[src/rtl/core_pkg.sv]
// rtl/core_pkg.sv - shared store size encodings and store FSM state type
package core_pkg;

   localparam logic [1:0] SIZE_BYTE = 2'b00;
   localparam logic [1:0] SIZE_HALF = 2'b01;
   localparam logic [1:0] SIZE_WORD = 2'b11;

   typedef enum logic [1:0] {
      ST_IDLE   = 2'd0,
      ST_FIRST  = 2'd1,
      ST_SECOND = 2'd2
   } store_state_e;

endpackage

[src/rtl/core_store_align.sv]
// rtl/core_store_align.sv - sizes store data and shifts data/byte mask into lane position
module core_store_align
   import core_pkg::*;
#(
   parameter int XLEN = 32
) (
   input  logic [1:0]        addr_i,
   input  logic [1:0]        size_i,
   input  logic [XLEN-1:0]   data_i,
   output logic [2*XLEN-1:0] shift_data_o,
   output logic [7:0]        shift_mask_o
);

   logic [3:0]      base_mask;
   logic [XLEN-1:0] masked_data;

   // Size 2'b10 is not a legal encoding and falls through to word.
   always_comb begin
      base_mask   = 4'b1111;
      masked_data = data_i;
      case (size_i)
         SIZE_BYTE: begin
            base_mask   = 4'b0001;
            masked_data = {{(XLEN-8){1'b0}}, data_i[7:0]};
         end
         SIZE_HALF: begin
            base_mask   = 4'b0011;
            masked_data = {{(XLEN-16){1'b0}}, data_i[15:0]};
         end
         default: begin
            base_mask   = 4'b1111;
            masked_data = data_i;
         end
      endcase
   end

   assign shift_data_o = {{XLEN{1'b0}}, masked_data} << {addr_i, 3'b000};
   assign shift_mask_o = {4'b0000, base_mask} << addr_i;

endmodule

[src/rtl/core_store_unit.sv]
// rtl/core_store_unit.sv - store FSM issuing one or two aligned word writes per store
module core_store_unit
   import core_pkg::*;
#(
   parameter int XLEN = 32
) (
   input  logic            i_clk,
   input  logic            i_rst,
   input  logic            i_st_valid,
   output logic            o_st_ready,
   input  logic [XLEN-1:0] i_st_addr,
   input  logic [XLEN-1:0] i_st_data,
   input  logic [1:0]      i_st_size,
   output logic            o_busy,
   output logic            o_st_done,
   output logic            o_dmem_req,
   input  logic            i_dmem_gnt,
   output logic            o_dmem_we,
   output logic [XLEN-1:0] o_dmem_addr,
   output logic [XLEN-1:0] o_dmem_wdata,
   output logic [3:0]      o_dmem_be
);

   store_state_e    state_q, state_d;
   logic            req_q, req_d;
   logic [XLEN-1:0] addr_q, addr_d;
   logic [XLEN-1:0] wdata_q, wdata_d;
   logic [3:0]      be_q, be_d;
   logic            done_q, done_d;
   logic [XLEN-1:0] hi_data_q, hi_data_d;
   logic [3:0]      hi_be_q, hi_be_d;
   logic            split_q, split_d;

   logic [2*XLEN-1:0] shift_data;
   logic [7:0]        shift_mask;

   core_store_align #(.XLEN(XLEN)) u_align (
      .addr_i       (i_st_addr[1:0]),
      .size_i       (i_st_size),
      .data_i       (i_st_data),
      .shift_data_o (shift_data),
      .shift_mask_o (shift_mask)
   );

   // req_q is high in FIRST/SECOND, so gnt alone marks beat completion there.
   always_comb begin
      state_d   = state_q;
      req_d     = req_q;
      addr_d    = addr_q;
      wdata_d   = wdata_q;
      be_d      = be_q;
      done_d    = 1'b0;
      hi_data_d = hi_data_q;
      hi_be_d   = hi_be_q;
      split_d   = split_q;
      case (state_q)
         ST_IDLE: begin
            if (i_st_valid) begin
               state_d   = ST_FIRST;
               req_d     = 1'b1;
               addr_d    = {i_st_addr[XLEN-1:2], 2'b00};
               wdata_d   = shift_data[XLEN-1:0];
               be_d      = shift_mask[3:0];
               hi_data_d = shift_data[2*XLEN-1:XLEN];
               hi_be_d   = shift_mask[7:4];
               split_d   = |shift_mask[7:4];
            end
         end
         ST_FIRST: begin
            if (i_dmem_gnt) begin
               if (split_q) begin
                  state_d = ST_SECOND;
                  addr_d  = addr_q + XLEN'(4);
                  wdata_d = hi_data_q;
                  be_d    = hi_be_q;
               end else begin
                  state_d = ST_IDLE;
                  req_d   = 1'b0;
                  be_d    = 4'b0000;
                  done_d  = 1'b1;
               end
            end
         end
         ST_SECOND: begin
            if (i_dmem_gnt) begin
               state_d = ST_IDLE;
               req_d   = 1'b0;
               be_d    = 4'b0000;
               done_d  = 1'b1;
            end
         end
         default: begin
            state_d = ST_IDLE;
            req_d   = 1'b0;
            be_d    = 4'b0000;
         end
      endcase
   end

   always_ff @(posedge i_clk) begin
      if (i_rst) begin
         state_q   <= ST_IDLE;
         req_q     <= 1'b0;
         addr_q    <= '0;
         wdata_q   <= '0;
         be_q      <= 4'b0000;
         done_q    <= 1'b0;
         hi_data_q <= '0;
         hi_be_q   <= 4'b0000;
         split_q   <= 1'b0;
      end else begin
         state_q   <= state_d;
         req_q     <= req_d;
         addr_q    <= addr_d;
         wdata_q   <= wdata_d;
         be_q      <= be_d;
         done_q    <= done_d;
         hi_data_q <= hi_data_d;
         hi_be_q   <= hi_be_d;
         split_q   <= split_d;
      end
   end

   assign o_st_ready   = (state_q == ST_IDLE);
   assign o_busy       = (state_q != ST_IDLE);
   assign o_st_done    = done_q;
   assign o_dmem_req   = req_q;
   assign o_dmem_we    = req_q;
   assign o_dmem_addr  = addr_q;
   assign o_dmem_wdata = wdata_q;
   assign o_dmem_be    = be_q;

endmodule

[config.mk]
export PLATFORM = sky130hd
export DESIGN_NAME = core_store_unit
export DESIGN_NICKNAME = d
export VERILOG_FILES = /design/src/rtl/core_pkg.sv /design/src/rtl/core_store_align.sv /design/src/rtl/core_store_unit.sv
export SDC_FILE = /design/constraint.sdc
export NUM_CORES = 1
export LEC_CHECK = 0
export BUFFER_PORTS_ARGS = -buffer_cell sky130_fd_sc_hd__buf_2
export CAP_MARGIN = 5
export CORE_MARGIN = 2
export CORE_UTILIZATION = 32
export DETAILED_ROUTE_END_ITERATION = 8
export HOLD_SLACK_MARGIN = 0.03
export PLACE_DENSITY = 0.61
export SYNTH_ARGS = -nofsm -noshare
export SYNTH_HDL_FRONTEND = slang
export SYNTH_HIERARCHICAL = 1
export SYNTH_SLANG_ARGS = --single-unit
[constraint.sdc]
create_clock -name i_clk -period 4.15 [get_ports i_clk]
set_clock_uncertainty 0.1 [all_clocks]
set_input_delay 0.83 -clock i_clk [delete_from_list [all_inputs] [get_ports i_clk]]
set_output_delay 0.83 -clock i_clk [all_outputs]
set_load 0.05 [all_outputs]
==> results.cfg, run 1 <==
[finish]
finish.net_count = 944
count_of_antenna_diodes_in_the_layout = 0
num-fill-cells = 1990
areaGrowthSynthToFinish_pct = 16.6
multiInputGateArea_um2 = 3530
area_occupied_by_registers_um2 = 2140
share_of_cells_above_drive_strength_1_pct = 20.7

[grt]
gr_util_all_layers_pct = 18.4
grt_pass1_wl_um = 29400
antenna_found_initial = 0
first_global_vias = 5314
pin_count_of_the_biggest_net_entering_global_routing = 79
total_congestion_overflow = 0

[yosys]
synthSimpleGateAreaFrac_pct = 24.6
post_syn_area_per_cell_um2 = 7.80
synthesis.instances = 779
syn-cell-area_um2 = 6080
synth_warnings = 6
synth-seq-area-share_pct = 35.2
yosys-mux-area-fraction_pct = 8.63
number_of_enable_type_register_cells_in_the_synthesized_netlist = 0
area_share_of_xor_xnor_cells_in_the_synthesized_design_pct = 0
synth_cell_type_count = 64
synth.ff_latch_count = 107
synth_top_flop_cell = sky130_fd_sc_hd__dfxtp_1
synth_compound_area_share_pct = 23.1
post_synth_fa_ha_maj_area_fraction_pct = 0.824
asyncSetResetFlopFracSynth_pct = 0
synth_top_family_by_area = simple AND/OR/NAND/NOR gates

[timing]
worst_slew_pin_slew_ns = 0.951
layout_min_cycle_time_ns = 2.70
finalHoldViolCount = 0
timing.fmax_mhz = 370
setup_tns_ns = 0
timing.final.crit_share_pct = 65.2
slew_headroom_pct = 36.5
setup-violations-final = 0
maxSlewViolCount = 0
grt_setup_unrepaired = no

[cts]
clkSlewWorstSetupHoldPaths_ns = 0.08
clk_latency_ns = 0.36
cts_resized = 0
tritoncts = done
cts_inserted_buffers = 9
postCtsHoldBufs = 0
post_cts.repair.setup_buffers = 0
cts.sink_count = 107
cts_htree_levels = 3
clockRootBuffer = sky130_fd_sc_hd__clkbuf_16
max-clock-path-buffers = 2

[setup_path]
critical_path.startpoint_type = register
crit_arrival_ns = 2.89
cp_class = register to register
rrSetupSlack_ns = 1.45
timing.critical_path.to_type = register
crit_path_max_fanout = 6
required_ns = 4.34

[drt]
drt-initial-drc-count = 475
detail_route.first_pass.iterations = 5
vias = 5901
detail_route.wl_per_cell_um = 17.1
remaining_routing_drc_violations = 0
detail_route.wirelength_um = 18900
vias_per_cell = 5.33
route.antenna.remaining_nets = 0

[placed_design]
routabilityCongestion = 0.878
place_hpwl_um = 13300
io_buffers = 140

[floorplanning]
starting_utilization_of_the_core_area_pct = 32.6
floorplan.die_area_um2 = 20100
dieHeight_um = 142
area_inside_the_core_boundary_um2 = 18600
rows = 50
die_width_um = 142
pin_count = 143

[power]
fin_total_pwr_uw = 3040
power.ir.vdd_worst_mv = 0.260
leakage_uw = 0.00284
p_per_area_nw_per_um2 = 429

[run]
timing.max_cap.violations = 0

[worst_hold_path]
timing.hold.worst.class = register to register

[status]
run_status = completed
[worst max-delay path, cell delays in order, from the launching register on]
cell and delay (ns):
sky130_fd_sc_hd__dfxtp_1 0.43, sky130_fd_sc_hd__ha_1 0.28, sky130_fd_sc_hd__nand4_1 0.21, sky130_fd_sc_hd__or4_4 0.63, sky130_fd_sc_hd__or3_1 0.35, sky130_fd_sc_hd__or4b_1 0.50
sky130_fd_sc_hd__o21bai_1 0.12
[flip-flops by register name (all words and copies together) (netlist names)]
name / flops
state_q: 2
o_dmem_req: 1
o_dmem_wdata: 32
split_q: 1
hi_data_q: 32
o_dmem_be: 4
o_dmem_addr: 30
o_st_done: 1
hi_be_q: 4
[cell type report]
type                    instances  area share [%]
clock buffers                  10            3.37
clock inverters                 4            1.08
inverters                      12           0.636
multi-input cells             593            49.9
flip-flops and latches        107            30.2
well taps                     234            4.13
repair buffers                147            10.7
[Yosys cell counts (all sizes together) (3+ instances only)]
cell / number / area (um^2)
o22ai: 11 / 68.8
o211ai: 3 / 22.5
mux2i: 49 / 490
o21ai: 24 / 120
nand2b: 5 / 38.8
a31oi: 9 / 56.3
a22oi: 17 / 168
o31ai: 3 / 22.5
nand3: 19 / 95.1
clkbuf: 40 / 150
a221o: 8 / 80.1
and3: 10 / 62.6
a21o: 4 / 30.0
nand4: 7 / 50.1
nor4: 6 / 37.5
o21bai: 3 / 22.5
a21oi: 66 / 330
buf: 36 / 255
and2: 21 / 131
inv: 12 / 45.0
or4: 4 / 37.5
a32oi: 5 / 43.8
nand2: 109 / 409
nor2b: 14 / 87.6
mux2: 3 / 33.8
nor2: 94 / 355
nor3: 9 / 45.0
ha: 4 / 50.1
dfxtp: 107 / 2140
o32ai: 3 / 26.3
a211oi: 36 / 270
or3: 8 / 50.1
or2: 3 / 18.8
[kinds of logic after synthesis]
kind of cell	after synthesis
adders and majority gates	4
AOI/OAI and AO/OA	208
buffers and inverters	88
other	2
DFF	107
and+or+nand+nor	318
muxes	52
[per-layer routing]
layer	vias up	wire, um	track usage [%]
met3	16	1290	4.22
li1	2943	-	-
met1	2726	9030	26.9
met4	0	215	4.16
met2	216	8380	27.4
met5	-	0	0
[worst paths after layout]
kind	from	to	cells past startpoint
hold / removal	hi_data_q[30]$_SDFFE_PP0P_	hi_data_q[30]$_SDFFE_PP0P_	2
setup reg to reg	o_dmem_addr[2]$_SDFFE_PP0P_	o_dmem_addr[28]$_SDFFE_PP0P_	6
hold reg to reg	hi_data_q[30]$_SDFFE_PP0P_	hi_data_q[30]$_SDFFE_PP0P_	2
setup / recovery	o_dmem_addr[2]$_SDFFE_PP0P_	o_dmem_addr[28]$_SDFFE_PP0P_	6
[placed cells by master, fill, tap and decap left out, types with 4 or more instances in the layout]
cell / count
sky130_fd_sc_hd__nor4_1: 6
sky130_fd_sc_hd__a22oi_1: 9
sky130_fd_sc_hd__nand3_1: 19
sky130_fd_sc_hd__inv_1: 12
sky130_fd_sc_hd__and2_1: 21
sky130_fd_sc_hd__clkbuf_16: 9
sky130_fd_sc_hd__nand2b_1: 4
sky130_fd_sc_hd__o22ai_1: 11
sky130_fd_sc_hd__a21oi_1: 66
sky130_fd_sc_hd__a221o_1: 8
sky130_fd_sc_hd__mux2i_1: 49
sky130_fd_sc_hd__a211oi_1: 36
sky130_fd_sc_hd__nand4_1: 6
sky130_fd_sc_hd__nor3_1: 9
sky130_fd_sc_hd__and3_1: 10
sky130_fd_sc_hd__a31oi_1: 9
sky130_fd_sc_hd__a32oi_1: 5
sky130_fd_sc_hd__buf_2: 139
sky130_fd_sc_hd__or3_1: 8
sky130_fd_sc_hd__dfxtp_1: 107
sky130_fd_sc_hd__a21o_1: 4
sky130_fd_sc_hd__o21ai_0: 23
sky130_fd_sc_hd__buf_4: 8
sky130_fd_sc_hd__a22oi_2: 8
sky130_fd_sc_hd__nor2b_1: 14
sky130_fd_sc_hd__nand2_1: 109
sky130_fd_sc_hd__nor2_1: 93
sky130_fd_sc_hd__conb_1: 11
[through the flow]
step / hold slack [ns] / instance area (um^2) / util (%) / std cells / setup slack, ns
after global placement: 0.341 / 6770 / 36.3 / 1093 / 1.44
after detailed placement: 0.346 / 6770 / 36.3 / 1093 / 1.41
after floorplan: 0.336 / 6110 / - / 788 / 1.33
after CTS: 0.356 / 7080 / 38.0 / 1107 / 1.47
final: 0.354 / 7080 / 38.0 / 1107 / 1.45
after global routing: 0.374 / 7080 / 38.0 / 1107 / 1.35
[power breakdown]
group / switching [uW] / internal, uW
registers: 83.7 / 1120
clock network: 392 / 540
logic: 650 / 252
total: 1130 / 1910
Note: power is estimated with default switching activity, not from simulation.
==> run 2, diff against run 1 <==
Settings changed: ABC_AREA set to 1.
Clock period 4.15 ns to 2.7 ns, I/O delays scaled along.
==> results.cfg, run 2 <==
[finish]
areaGrowthSynthToFinish_pct = 17.7
most_frequent_cells_in_the_layout = sky130_fd_sc_hd__nand2_1, sky130_fd_sc_hd__nor2_1, sky130_fd_sc_hd__buf_2
final_util_pct = 38.7
final_common_cell = sky130_fd_sc_hd__nand2_1
share_of_cells_above_drive_strength_1_pct = 15.7
finish.net_count = 1209
count_of_antenna_diodes_in_the_layout = 0
num-fill-cells = 2174

[cts]
clockRootBuffer = sky130_fd_sc_hd__clkbuf_16
clk_latency_ns = 0.36
post_cts.repair.setup_buffers = 0
cts_htree_levels = 3
cts_inserted_buffers = 9
cts.sink_count = 107
max-clock-path-buffers = 2
clkSlewWorstSetupHoldPaths_ns = 0.07
postCtsHoldBufs = 0
cts_resized = 0
tritoncts = done

[setup_path]
timing.critical_path.to_type = register
critical_path.max_stage_delay_ns = 0.50
critical_path.startpoint_type = register
cp_top_family = buffers and inverters
crit_path_max_fanout = 21
required_ns = 2.83
crit_arrival_ns = 2.45
cp_class = register to register
cpMostUsedCell = sky130_fd_sc_hd__nand2_1
crit_path_cell_trace = inv_1 -> ha_2 -> nand2_1 -> o21ai_1 -> nand2_2 -> inv_2 -> buf_4 -> o21ai_0 -> nand2_1 -> a21oi_1
path_buf_inv = 3
cpMaxStageDelayCell = sky130_fd_sc_hd__ha_2

[timing]
postLayoutSetupSlackWorst_ns = 0.380
finalHoldViolCount = 0
timing.fmax_mhz = 431
whs_ns = 0.349
setup_tns_ns = 0
timing.final.crit_share_pct = 85.9
slew_headroom_pct = 54.4
worst_slew_pin_slew_ns = 0.680
setup-violations-final = 0
maxSlewViolCount = 0
grt_setup_unrepaired = no
layout_min_cycle_time_ns = 2.32

[drt]
drt-initial-drc-count = 528
vias_per_cell = 4.86
detail_route.first_pass.iterations = 5
route.antenna.remaining_nets = 0
vias = 6807
detail_route.wirelength_um = 19700
remaining_routing_drc_violations = 0
detail_route.wl_per_cell_um = 14.1

[grt]
gr_util_all_layers_pct = 19.2
antenna_found_initial = 0
grt_pass1_wl_um = 31300
first_global_vias = 6075
total_congestion_overflow = 0
pin_count_of_the_biggest_net_entering_global_routing = 72

[yosys]
yosys.cell_count.top_type = sky130_fd_sc_hd__nand2_1
synth_top_flop_cell = sky130_fd_sc_hd__dfxtp_1
synth_top_area_share_pct = 34.5
syn-cell-area_um2 = 6210
synthTopCellsByCount = sky130_fd_sc_hd__nand2_1, sky130_fd_sc_hd__nor2_1, sky130_fd_sc_hd__dfxtp_1
post_syn_area_per_cell_um2 = 6.01
asyncSetResetFlopFracSynth_pct = 0
synth_warnings = 6
synth.ff_latch_count = 107
synth-seq-area-share_pct = 34.5
yosysTopAreaCell = sky130_fd_sc_hd__dfxtp_1
yosys-top-cells-area = sky130_fd_sc_hd__dfxtp_1, sky130_fd_sc_hd__nand2_1, sky130_fd_sc_hd__nor2_1, sky130_fd_sc_hd__o21ai_0, sky130_fd_sc_hd__nand3_1
number_of_enable_type_register_cells_in_the_synthesized_netlist = 0
synth_cell_type_count = 28
synthesis.instances = 1034

[worst_hold_path]
timing.hold.worst.class = register to register

[power]
p_per_area_nw_per_um2 = 769
power.ir.vdd_worst_mv = 0.312
leakage_uw = 0.00324

[run]
timing.max_cap.violations = 0

[status]
run_status = completed

[floorplanning]
rows = 50
starting_utilization_of_the_core_area_pct = 32.9
floorplan.die_area_um2 = 20500
pin_count = 143
area_inside_the_core_boundary_um2 = 18900
dieHeight_um = 143
die_width_um = 143

[placed_design]
preCtsSetupSlack_ns = 0.365
routabilityCongestion = 0.911
io_buffers = 140
place_hpwl_um = 14400
run 2: layout make-up:
type / count / area, um^2 / area share, %
multi-input cells: 805 / 3510 / 48.0
flip-flops and latches: 107 / 2140 / 29.3
repair buffers: 155 / 826 / 11.3
well taps: 260 / 325 / 4.45
clock buffers: 10 / 229 / 3.13
inverters: 57 / 214 / 2.93
clock inverters: 6 / 63.8 / 0.873
run 2: through the flow:
stage | power [uW] | instances | cell area [um^2]
floorplan | 3770 | 1043 | 6240
global placement | 4310 | 1384 | 7020
detailed placement | 4320 | 1384 | 7020
CTS | 5690 | 1400 | 7310
global route | 5980 | 1400 | 7310
finish | 5630 | 1400 | 7310
run 2: where the power goes:
group | switching, uW | internal, uW | total [uW]
registers | 221 | 1860 | 2080
clock network | 627 | 721 | 1350
logic | 1640 | 562 | 2200
run 2: kinds of logic (layout without fill, tap and decap cells):
logic type	count (synthesis)	count (layout)	share of synthesized area [%]
other	2	11	0.121
adder cells (fa/ha/maj)	4	4	0.806
AND/OR/NAND/NOR	587	587	37.4
AO/OA/AOI/OAI	203	203	17.6
buffers and inverters	131	228	9.55
flip-flops	107	107	34.5
run 2: layer usage:
metal | share of wire [%] | track usage [%] | wire length [um]
met5 | 0 | 0 | 0
met4 | 1.8 | 5.47 | 361
met3 | 6.1 | 3.23 | 1190
met2 | 44 | 29.9 | 8730
met1 | 48 | 27.2 | 9410
run 2: worst paths after layout:
check | end | start | cells past startpoint | slack [ns]
worst max-delay path | o_dmem_addr[12]$_SDFFE_PP0P_ | state_q[1]$_SDFFE_PP0P_ | 10 | 0.38
worst min register to register | hi_be_q[2]$_SDFFE_PP0P_ | hi_be_q[2]$_SDFFE_PP0P_ | 2 | 0.35
worst min-delay path | hi_be_q[2]$_SDFFE_PP0P_ | hi_be_q[2]$_SDFFE_PP0P_ | 2 | 0.35
worst max register to register | o_dmem_addr[12]$_SDFFE_PP0P_ | state_q[1]$_SDFFE_PP0P_ | 10 | 0.38
run 2: worst reg2reg max path: cells and delay by family (launching register included):
family | cells | cell delay [ns]
buffers and inverters | 3 | 0.57
adders and majority gates | 1 | 0.50
and+or+nand+nor | 3 | 0.38
AOI/OAI and AO/OA | 3 | 0.33
DFF | 1 | 0.32
==> run 3, diff against run 2 <==
Settings changed: GPL_TIMING_DRIVEN set to 0.
==> results.cfg, run 3 (synthesis gave the netlist of run 2 again) <==
[grt]
gr_util_all_layers_pct = 22.3
antenna_found_initial = 0
total_congestion_overflow = 0
pin_count_of_the_biggest_net_entering_global_routing = 19
first_global_vias = 6699
grt_pass1_wl_um = 35300

[timing]
worst_slew_pin_slew_ns = 0.626
setup_tns_ns = 0
timing.fmax_mhz = 463
layout_min_cycle_time_ns = 2.16
maxSlewViolCount = 0
slew_headroom_pct = 58.2
grt_setup_unrepaired = no
setup-violations-final = 0
timing.final.crit_share_pct = 80.1
finalHoldViolCount = 0

[cts]
tritoncts = done
cts.sink_count = 107
cts_inserted_buffers = 9
clockRootBuffer = sky130_fd_sc_hd__clkbuf_16
post_cts.repair.setup_buffers = 0
postCtsHoldBufs = 0
cts_resized = 0
clk_latency_ns = 0.37
max-clock-path-buffers = 2
clkSlewWorstSetupHoldPaths_ns = 0.08
cts_htree_levels = 3

[setup_path]
critPathLaunch = o_dmem_addr[3]$_SDFFE_PP0P_
critical_path.startpoint_type = register
worstSetupEndpoint = o_dmem_addr[20]$_SDFFE_PP0P_
reg2regPathDepth = 10
timing.critical_path.to_type = register
crit_arrival_ns = 2.29
required_ns = 2.83
rrSetupSlack_ns = 0.54
worst_r2r_startpoint = o_dmem_addr[3]$_SDFFE_PP0P_
cp_class = register to register
crit_path_max_fanout = 6
r2r-end = o_dmem_addr[20]$_SDFFE_PP0P_

[placed_design]
place_hpwl_um = 17400
io_buffers = 137
post-place-cells = 1440
routabilityCongestion = 0.971

[power]
power_share_of_the_combinational_group_pct = 39.5
swShare_pct = 44.5
p_int_uw = 3280
seq_power_share_pct = 35.3
pwr-share-clk_pct = 25.2
p_switching_uw = 2620
power.ir.vdd_worst_mv = 0.341
p_per_area_nw_per_um2 = 779
leakage_uw = 0.00339

[finish]
num-fill-cells = 2154
final_common_cell = sky130_fd_sc_hd__nand2_1
finish.net_count = 1265
final_cells = 1456
count_of_antenna_diodes_in_the_layout = 0
share_of_cells_above_drive_strength_1_pct = 16.5
areaGrowthSynthToFinish_pct = 22.1
most_frequent_cells_in_the_layout = sky130_fd_sc_hd__nand2_1, sky130_fd_sc_hd__nor2_1, sky130_fd_sc_hd__buf_2

[floorplanning]
rows = 50
starting_utilization_of_the_core_area_pct = 32.9
pin_count = 143
area_inside_the_core_boundary_um2 = 18900
die_width_um = 143
dieHeight_um = 143
floorplan.die_area_um2 = 20500

[drt]
detail_route.first_pass.iterations = 5
remaining_routing_drc_violations = 0
detail_route.wirelength_um = 22500
detail_route.wl_per_cell_um = 15.5
route.antenna.remaining_nets = 0
vias_per_cell = 4.88
drt-initial-drc-count = 474
vias = 7105

[status]
run_status = completed

[worst_hold_path]
timing.hold.worst.class = register to register

[run]
timing.max_cap.violations = 0
-- run 3: layout make-up --
| type | instances | area [um^2] | area share, % |
|---|---|---|---|
| multi-input cells | 805 | 3510 | 46.3 |
| flip-flops and latches | 107 | 2140 | 28.3 |
| repair buffers | 137 | 686 | 9.04 |
| plain buffers | 74 | 379 | 5.00 |
| well taps | 260 | 325 | 4.29 |
| clock buffers | 9 | 225 | 2.97 |
| inverters | 57 | 214 | 2.82 |
| clock inverters | 7 | 100 | 1.32 |
-- run 3: per-layer routing --
layer	wire length (um)	track usage [%]	vias to the layer above	part of all wire [%]
li1	-	-	3640	-
met1	10500	30.4	3191	46
met2	10000	35.9	239	45
met3	1540	3.97	35	6.8
met4	465	6.76	0	2.1
met5	0	0	-	0
-- run 3: power groups by stage --
stage	combinational (uW)	sequential (uW)	clock, uW
final	2330	2080	1490
after global routing	2540	2130	1580
after CTS	2330	2080	1520
after detailed placement	2330	2120	0
after global placement	2310	2120	0
after floorplan	1000	2770	0
-- run 3: worst min-delay path by stage --
stage                                        endpoint  slack, ns  cells past startpoint               startpoint
after floorplan               hi_be_q[0]$_SDFFE_PP0P_       0.32                      2  hi_be_q[0]$_SDFFE_PP0P_
after global placement        hi_be_q[2]$_SDFFE_PP0P_       0.34                      2  hi_be_q[2]$_SDFFE_PP0P_
after detailed placement      hi_be_q[0]$_SDFFE_PP0P_       0.34                      2  hi_be_q[0]$_SDFFE_PP0P_
after CTS                 o_dmem_addr[3]$_SDFFE_PP0P_       0.35                      3             i_st_addr[3]
after global routing      o_dmem_addr[3]$_SDFFE_PP0P_       0.37                      3             i_st_addr[3]
final                         hi_be_q[0]$_SDFFE_PP0P_       0.35                      2  hi_be_q[0]$_SDFFE_PP0P_
-- run 3: critical path, stage by stage, from the launching register on --
cell and delay (ns):
sky130_fd_sc_hd__dfxtp_1 0.41, sky130_fd_sc_hd__ha_1 0.23, sky130_fd_sc_hd__nand2_1 0.06, sky130_fd_sc_hd__nor2_1 0.35, sky130_fd_sc_hd__nand2_1 0.15, sky130_fd_sc_hd__nor2_1 0.34
sky130_fd_sc_hd__nand3_1 0.11, sky130_fd_sc_hd__nand2_1 0.08, sky130_fd_sc_hd__nand2_1 0.05, sky130_fd_sc_hd__nand2_1 0.08, sky130_fd_sc_hd__a21oi_1 0.05
-- run 3: metrics by stage --
step	util [%]	hold slack (ns)	area (um^2)	total power [uW]	setup slack, ns
CTS	40.1	0.350	7580	5940	0.537
global route	40.1	0.366	7580	6240	0.285
floorplan	-	0.325	6240	3770	0.390
global placement	38.4	0.340	7260	4430	0.564
detailed placement	38.4	0.342	7260	4450	0.599
finish	40.1	0.353	7580	5900	0.538
